File: src/rtl/uart_rom_loader_if.sv
// Bus between the UART byte receiver, the ROM loader and the instruction ROM / CPU control.
// No backpressure: rx_valid and rom_we are one-cycle strobes that are consumed on the clk edge where they are high. There is no ready signal.
interface uart_rom_loader_if #(
  parameter int ADDR_WIDTH = 15
);
  logic [7:0]            rx_data;
  logic                  rx_valid;
  logic                  rx_break;
  logic [ADDR_WIDTH-1:0] rom_addr;
  logic [15:0]           rom_wdata;
  logic                  rom_we;
  logic                  cpu_hold;
  logic                  load_done;
  logic                  load_error;
  logic [ADDR_WIDTH:0]   words_loaded;

  modport master (
    output rx_data, rx_valid, rx_break,
    input  rom_addr, rom_wdata, rom_we, cpu_hold, load_done, load_error, words_loaded
  );

  modport slave (
    input  rx_data, rx_valid, rx_break,
    output rom_addr, rom_wdata, rom_we, cpu_hold, load_done, load_error, words_loaded
  );
endinterface

File: src/rtl/uart_rom_loader.sv
// Parses a framed boot image from the UART byte stream and writes 16-bit words into instruction ROM.
// Define LOADER_CHECKSUM_EN to expect the trailing CHK byte. Without it, a frame ends after its last data word.
module uart_rom_loader #(
  parameter int         ADDR_WIDTH     = 15,
  parameter int         ROM_DEPTH      = 32768,
  parameter logic [7:0] SYNC_BYTE      = 8'hA5,
  parameter int         TIMEOUT_CYCLES = 5_000_000
) (
  input  logic                clk,
  input  logic                resetn,
  uart_rom_loader_if.slave    bus,
  output logic [2:0]          o_dbg_state
);

  localparam int TW = $clog2(TIMEOUT_CYCLES) + 1;
  localparam logic [TW-1:0] TIMER_LAST = TW'(TIMEOUT_CYCLES - 1);

  typedef enum logic [2:0] {
    S_IDLE, S_LEN_HI, S_LEN_LO, S_DATA_HI, S_DATA_LO, S_CHECK, S_DONE, S_ERROR
  } state_t;

  state_t                r_state;
  state_t                w_next;
  logic [15:0]           r_len;
  logic [7:0]            r_hi;
  logic [ADDR_WIDTH:0]   r_words;
  logic [TW-1:0]         r_timer;
  logic [ADDR_WIDTH-1:0] r_rom_addr;
  logic [15:0]           r_rom_wdata;
  logic                  r_rom_we;
  logic                  r_done;
  logic                  r_error;
`ifdef LOADER_CHECKSUM_EN
  logic [7:0]            r_chk;
`endif

  logic        w_hold;
  logic        w_take;
  logic        w_start;
  logic        w_write;
  logic        w_last;
  logic [15:0] w_len;

  always_comb begin
    w_next  = r_state;
    w_start = 1'b0;
    w_write = 1'b0;
    w_hold  = r_state inside {S_LEN_HI, S_LEN_LO, S_DATA_HI, S_DATA_LO, S_CHECK};
    // A break on the same cycle as a byte drops the byte.
    w_take  = w_hold && bus.rx_valid && !bus.rx_break;
    w_len   = {r_len[15:8], bus.rx_data};
    w_last  = (32'(r_words) + 32'd1) == 32'(r_len);

    case (r_state)
      S_IDLE, S_DONE, S_ERROR: begin
        if (bus.rx_valid && bus.rx_data == SYNC_BYTE) begin
          w_next  = S_LEN_HI;
          w_start = 1'b1;
        end
      end
      S_LEN_HI: if (w_take) w_next = S_LEN_LO;
      S_LEN_LO: begin
        if (w_take) begin
          if ({16'd0, w_len} > 32'(ROM_DEPTH)) w_next = S_ERROR;
`ifdef LOADER_CHECKSUM_EN
          else if (w_len == 16'd0) w_next = S_CHECK;
`else
          else if (w_len == 16'd0) w_next = S_DONE;
`endif
          else w_next = S_DATA_HI;
        end
      end
      S_DATA_HI: if (w_take) w_next = S_DATA_LO;
      S_DATA_LO: begin
        if (w_take) begin
          w_write = 1'b1;
`ifdef LOADER_CHECKSUM_EN
          w_next  = w_last ? S_CHECK : S_DATA_HI;
`else
          w_next  = w_last ? S_DONE : S_DATA_HI;
`endif
        end
      end
      S_CHECK: begin
`ifdef LOADER_CHECKSUM_EN
        if (w_take) w_next = (bus.rx_data == r_chk) ? S_DONE : S_ERROR;
`endif
      end
      default: w_next = S_IDLE;
    endcase

    // A byte arriving on the timeout cycle keeps the frame alive.
    if (w_hold && (bus.rx_break || (!bus.rx_valid && r_timer == TIMER_LAST))) begin
      w_next  = S_ERROR;
      w_write = 1'b0;
    end
  end

  always_ff @(posedge clk) begin
    if (!resetn) begin
      r_state     <= S_IDLE;
      r_len       <= '0;
      r_hi        <= '0;
      r_words     <= '0;
      r_timer     <= '0;
      r_rom_addr  <= '0;
      r_rom_wdata <= '0;
      r_rom_we    <= 1'b0;
      r_done      <= 1'b0;
      r_error     <= 1'b0;
`ifdef LOADER_CHECKSUM_EN
      r_chk       <= '0;
`endif
    end else begin
      r_state  <= w_next;
      r_rom_we <= w_write;
      r_done   <= (w_next == S_DONE);
      r_error  <= (w_next == S_ERROR);

      if (!w_hold || bus.rx_valid) r_timer <= '0;
      else                         r_timer <= r_timer + 1'b1;

      if (w_start) begin
        r_words <= '0;
`ifdef LOADER_CHECKSUM_EN
        r_chk   <= '0;
`endif
      end

      if (w_take) begin
        case (r_state)
          S_LEN_HI:  r_len[15:8] <= bus.rx_data;
          S_LEN_LO:  r_len[7:0]  <= bus.rx_data;
          S_DATA_HI: r_hi        <= bus.rx_data;
          default: ;
        endcase
`ifdef LOADER_CHECKSUM_EN
        if (r_state != S_CHECK) r_chk <= r_chk + bus.rx_data;
`endif
      end

      if (w_write) begin
        r_rom_addr  <= r_words[ADDR_WIDTH-1:0];
        r_rom_wdata <= {r_hi, bus.rx_data};
        r_words     <= r_words + 1'b1;
      end
    end
  end

  assign bus.rom_addr     = r_rom_addr;
  assign bus.rom_wdata    = r_rom_wdata;
  assign bus.rom_we       = r_rom_we;
  assign bus.cpu_hold     = w_hold;
  assign bus.load_done    = r_done;
  assign bus.load_error   = r_error;
  assign bus.words_loaded = r_words;
  assign o_dbg_state      = r_state;

endmodule

File: src/flat_wrapper.sv
// flat-port wrapper written by rule: the top's interface ports become plain ports
module uart_rom_loader_flat 
#(
  parameter int         ADDR_WIDTH     = 15,
  parameter int         ROM_DEPTH      = 32768,
  parameter logic [7:0] SYNC_BYTE      = 8'hA5,
  parameter int         TIMEOUT_CYCLES = 5_000_000
)
  (clk, resetn, o_dbg_state, bus_rx_data, bus_rx_valid, bus_rx_break, bus_rom_addr, bus_rom_wdata, bus_rom_we, bus_cpu_hold, bus_load_done, bus_load_error, bus_words_loaded);
  uart_rom_loader_if #(.ADDR_WIDTH(ADDR_WIDTH)) bus_i ();
  input  logic clk;
  input  logic resetn;
  output logic [2:0] o_dbg_state;
  input wire logic [$bits(bus_i.rx_data)-1:0] bus_rx_data;
  input wire logic [$bits(bus_i.rx_valid)-1:0] bus_rx_valid;
  input wire logic [$bits(bus_i.rx_break)-1:0] bus_rx_break;
  output wire logic [$bits(bus_i.rom_addr)-1:0] bus_rom_addr;
  output wire logic [$bits(bus_i.rom_wdata)-1:0] bus_rom_wdata;
  output wire logic [$bits(bus_i.rom_we)-1:0] bus_rom_we;
  output wire logic [$bits(bus_i.cpu_hold)-1:0] bus_cpu_hold;
  output wire logic [$bits(bus_i.load_done)-1:0] bus_load_done;
  output wire logic [$bits(bus_i.load_error)-1:0] bus_load_error;
  output wire logic [$bits(bus_i.words_loaded)-1:0] bus_words_loaded;
  assign bus_i.rx_data = bus_rx_data;
  assign bus_i.rx_valid = bus_rx_valid;
  assign bus_i.rx_break = bus_rx_break;
  assign bus_rom_addr = bus_i.rom_addr;
  assign bus_rom_wdata = bus_i.rom_wdata;
  assign bus_rom_we = bus_i.rom_we;
  assign bus_cpu_hold = bus_i.cpu_hold;
  assign bus_load_done = bus_i.load_done;
  assign bus_load_error = bus_i.load_error;
  assign bus_words_loaded = bus_i.words_loaded;
  uart_rom_loader #(.ADDR_WIDTH(ADDR_WIDTH), .ROM_DEPTH(ROM_DEPTH), .SYNC_BYTE(SYNC_BYTE), .TIMEOUT_CYCLES(TIMEOUT_CYCLES)) u_core (.clk(clk), .resetn(resetn), .bus(bus_i), .o_dbg_state(o_dbg_state));
endmodule
File: config.mk
export PLATFORM = sky130hd
export DESIGN_NAME = uart_rom_loader_flat
export DESIGN_NICKNAME = d
export VERILOG_FILES = /design/src/rtl/uart_rom_loader_if.sv /design/src/rtl/uart_rom_loader.sv /design/src/flat_wrapper.sv
export SDC_FILE = /design/constraint.sdc
export NUM_CORES = 1
export LEC_CHECK = 0
export CAP_MARGIN = 20
export CORE_AREA = 3 3 129 131
export DETAILED_ROUTE_END_ITERATION = 10
export DIE_AREA = 0 0 132 134
export GPL_TIMING_DRIVEN = 1
export SETUP_SLACK_MARGIN = 0.02
export SLEW_MARGIN = 30
export SYNTH_ARGS = -nofsm -noshare
export SYNTH_HDL_FRONTEND = slang
export SYNTH_SLANG_ARGS = --single-unit
File: constraint.sdc
create_clock -name clk -period 2.6 [get_ports clk]
set_clock_uncertainty 0.1 [all_clocks]
set_input_delay 0.39 -clock clk [delete_from_list [all_inputs] [get_ports clk]]
set_output_delay 0.39 -clock clk [all_outputs]
set_load 0.03 [all_outputs]
==> flow_summary.ini <==
[sta]
fmaxAchievable_ghz = 0.4121
final.period_utilization_pct = 93.34
setup_violations = 0
worst_pin_slew_ns = 0.5365
grt_setup_unrepaired = false
min_period_ns = 2.427
timing.slew.headroom_pct = 63.96
hold_viol = 0
maxSlewViolCount = 0

[synthesis]
synth_compound_area_share_pct = 12.27
ys_async_sr_fraction_pct = 0
synthSimpleGateAreaFrac_pct = 25.95
synth_edf_count = 0
syn_area_per_cell_um2 = 8.095
synth_top_family_by_area = simple AND/OR/NAND/NOR gates
seq_area_frac_synth_pct = 43.59
yosys_warnings = 0
synthTopCellsByArea = dfxtp_1 (44%), nand2_1 (7.3%), a21oi_1 (6.2%)
synth_mux_area_share_pct = 5.611
synthCells = 573
synth_seq_cells = 101
synth.distinct_cells = 48
synth_area_um2 = 4638
yosys.area_share.adder_pct = 0.5395
synth_nets = 587
ys.flop_type = dfxtp_1
yosysTopAreaCell = dfxtp_1
synthXorXnorAreaFrac_pct = 7.742
synth.top_cell.area_share_pct = 43.59

[global_route]
first_global_vias = 4173
overflow = 0
grt_pass1_wl_um = 21070
use_met1_pct = 19.94
use_met3_pct = 2.626
grt_start_max_net_pins = 49
grt_usage_pct = 14.54
grtUsageMet2_pct = 22.55
gr-max-usage-layer = met2
antenna_found_initial = 0

[clock_tree]
cts_resized = 0
post_cts_buffers = 0
cts_tree = yes
root_buffer = clkbuf_16
path_clk_slew_ns = 0.07
htreeDepth = 3
cts_made_buffers = 9
clock_latency_ns = 0.35
cts_sinks = 101
max-clock-path-buffers = 2
ctsHoldBuffers = 0

[layout]
drive_above_1_share_pct = 10.00
flow.area_growth_from_synthesis_pct = 30.24
stdcell_count = 876
antennaDiodeCount = 0
final_nets = 669
n_fill_cell = 1594

[flow_run]
cap_violations = 0

[place]
gp_congestion = 0.9242
port_buffers = 65
dp_hpwl_um = 9309
dp.cells = 860

[routing]
first_pass_iters = 4
vias_per_cell = 4.890
drt_wl_total_um = 12780
wl_per_cell_um = 14.59
ant_nets = 0
via_count = 4284
drtIter0Drc = 340
drc = 0

[floorplanning]
die-height_um = 134
die_x_um = 132
initial_core_util_pct = 29.52
fp.coreArea_um2 = 15710
die_area_um2 = 17690
rows = 46
io_pins = 66

[power]
p_sw_share_pct = 30.82
p_per_area_nw_per_um2 = 647.0
p_seq_share_pct = 42.9
switchingPower_mw = 1.204
p_int_mw = 2.704
vdd_ir_drop_max_v = 0.0003300
p_total_mw = 3.908
clock_power_share_pct = 35.1
combPwrFrac_pct = 22.1
p_leak_nw = 2.226

[critical_path]
cp-end-kind = output pin
crit_arrival_ns = 1.94
cp_max_fo = 7
cp-start-kind = flip-flop
critPathKind = flip-flop to output pin
cp.required_ns = 2.11

[status]
status = completed

[min_path]
hold_class = flip-flop to flip-flop
layout make-up:
class | count | area (um2) | area share, %
clock buffer | 10 | 229.0 | 3.790
clock inverter | 6 | 71.32 | 1.181
inverter | 5 | 18.77 | 0.3107
multi-input combinational | 429 | 2424 | 40.12
sequential | 101 | 2022 | 33.47
tap | 216 | 270.3 | 4.474
timing repair buffer | 109 | 1006 | 16.65
layer usage:
metal | part of all wire [%] | wire [um] | vias up
met1 | 48 | 6114 | 2033
met3 | 4.2 | 531 | 21
met2 | 46 | 5834 | 99
met5 | 0 | 0 | -
met4 | 2.4 | 301 | 0
li1 | - | - | 2131
power groups by stage:
stage	logic, mW	clock network (mW)	registers (mW)
6_report	0.863	1.37	1.68
5_1_grt	0.937	1.48	1.68
4_1_cts	0.864	1.41	1.67
3_5_place_dp	0.862	0	1.71
3_3_place_gp	0.842	0	1.71
2_1_floorplan	0.428	0	1.77
critical path, stage by stage, from the launching register on:
cell	delay [ns]
dfxtp_1	0.47
nor3_1	0.11
a21oi_1	0.27
clkdlybuf4s50_1	0.73
cell usage after synthesis, drive strengths merged, types with 2 or more instances:
| library cell | instances |
|---|---|
| dfxtp | 101 |
| nand2 | 91 |
| nor2 | 76 |
| a21oi | 57 |
| clkbuf | 27 |
| mux2i | 26 |
| xor2 | 26 |
| nand3 | 21 |
| o21ai | 21 |
| xnor2 | 15 |
| nand4 | 12 |
| nor3 | 12 |
| buf | 11 |
| and3 | 10 |
| nor4 | 10 |
| or3 | 6 |
| a31oi | 5 |
| inv | 5 |
| and2 | 4 |
| a211oi | 3 |
| a22oi | 3 |
| and4 | 3 |
| nand3b | 3 |
| nor3b | 3 |
| ha | 2 |
| nor4b | 2 |
| o211ai | 2 |
| o31ai | 2 |
| or4 | 2 |
flip-flops by register name, indices dropped and copies added, names as in the netlist:
name	cells
u_core.bus.load_done	1
u_core.bus.load_error	1
u_core.bus.rom_addr	15
u_core.bus.rom_wdata	16
u_core.bus.rom_we	1
u_core.bus.words_loaded	16
u_core.o_dbg_state	3
u_core.r_hi	8
u_core.r_len	16
u_core.r_timer	24
placed cells by master, fill, tap and decap left out, drive strengths merged, types with 4 or more instances in the layout:
| cell type | Yosys | final |
|---|---|---|
| dfxtp | 101 | 101 |
| clkdlybuf4s50 | 0 | 65 |
| and2 | 4 | 4 |
| or3 | 6 | 6 |
| xnor2 | 15 | 15 |
| inv | 5 | 7 |
| nand3 | 21 | 21 |
| nand2 | 91 | 91 |
| nor2 | 76 | 76 |
| nand4 | 12 | 12 |
| and3 | 10 | 10 |
| nor3 | 12 | 12 |
| nor4 | 10 | 10 |
| o21ai | 21 | 21 |
| a31oi | 5 | 5 |
| buf | 11 | 44 |
| xor2 | 26 | 26 |
| mux2i | 26 | 26 |
| clkbuf | 27 | 10 |
| a21oi | 57 | 57 |
stage by stage:
stage / util, % / instance area, um2 / setup slack (ns) / TNS [ns] / hold slack [ns]
3_5_place_dp: 36.53 / 5739 / -0.04040 / -0.09745 / 0.3462
2_1_floorplan: - / 4638 / 0.1047 / 0 / 0.3297
6_report: 38.45 / 6041 / 0.1731 / 0 / 0.3532
4_1_cts: 38.44 / 6040 / 0.1363 / 0 / 0.3552
3_3_place_gp: 36.53 / 5739 / -0.02889 / -0.05618 / 0.3401
5_1_grt: 38.45 / 6041 / 0.02827 / 0 / 0.3794
worst paths after layout:
path,cells past startpoint,slack [ns],to,startpoint
max,3,0.17,bus_cpu_hold,u_core.o_dbg_state[0]
min,2,0.35,u_core.bus.rom_addr[4],u_core.bus.rom_addr[4]
max reg2reg,8,0.21,u_core.o_dbg_state[0],u_core.bus.words_loaded[7]
min reg2reg,2,0.35,u_core.bus.rom_addr[4],u_core.bus.rom_addr[4]
cells by family after synthesis:
| group | Yosys count |
|---|---|
| xor+xnor | 41 |
| simple gates | 259 |
| buf+inv | 43 |
| fa+ha+maj | 2 |
| mux | 26 |
| flops | 101 |
| compound gates | 101 |
(Power assumes the default switching activity.)
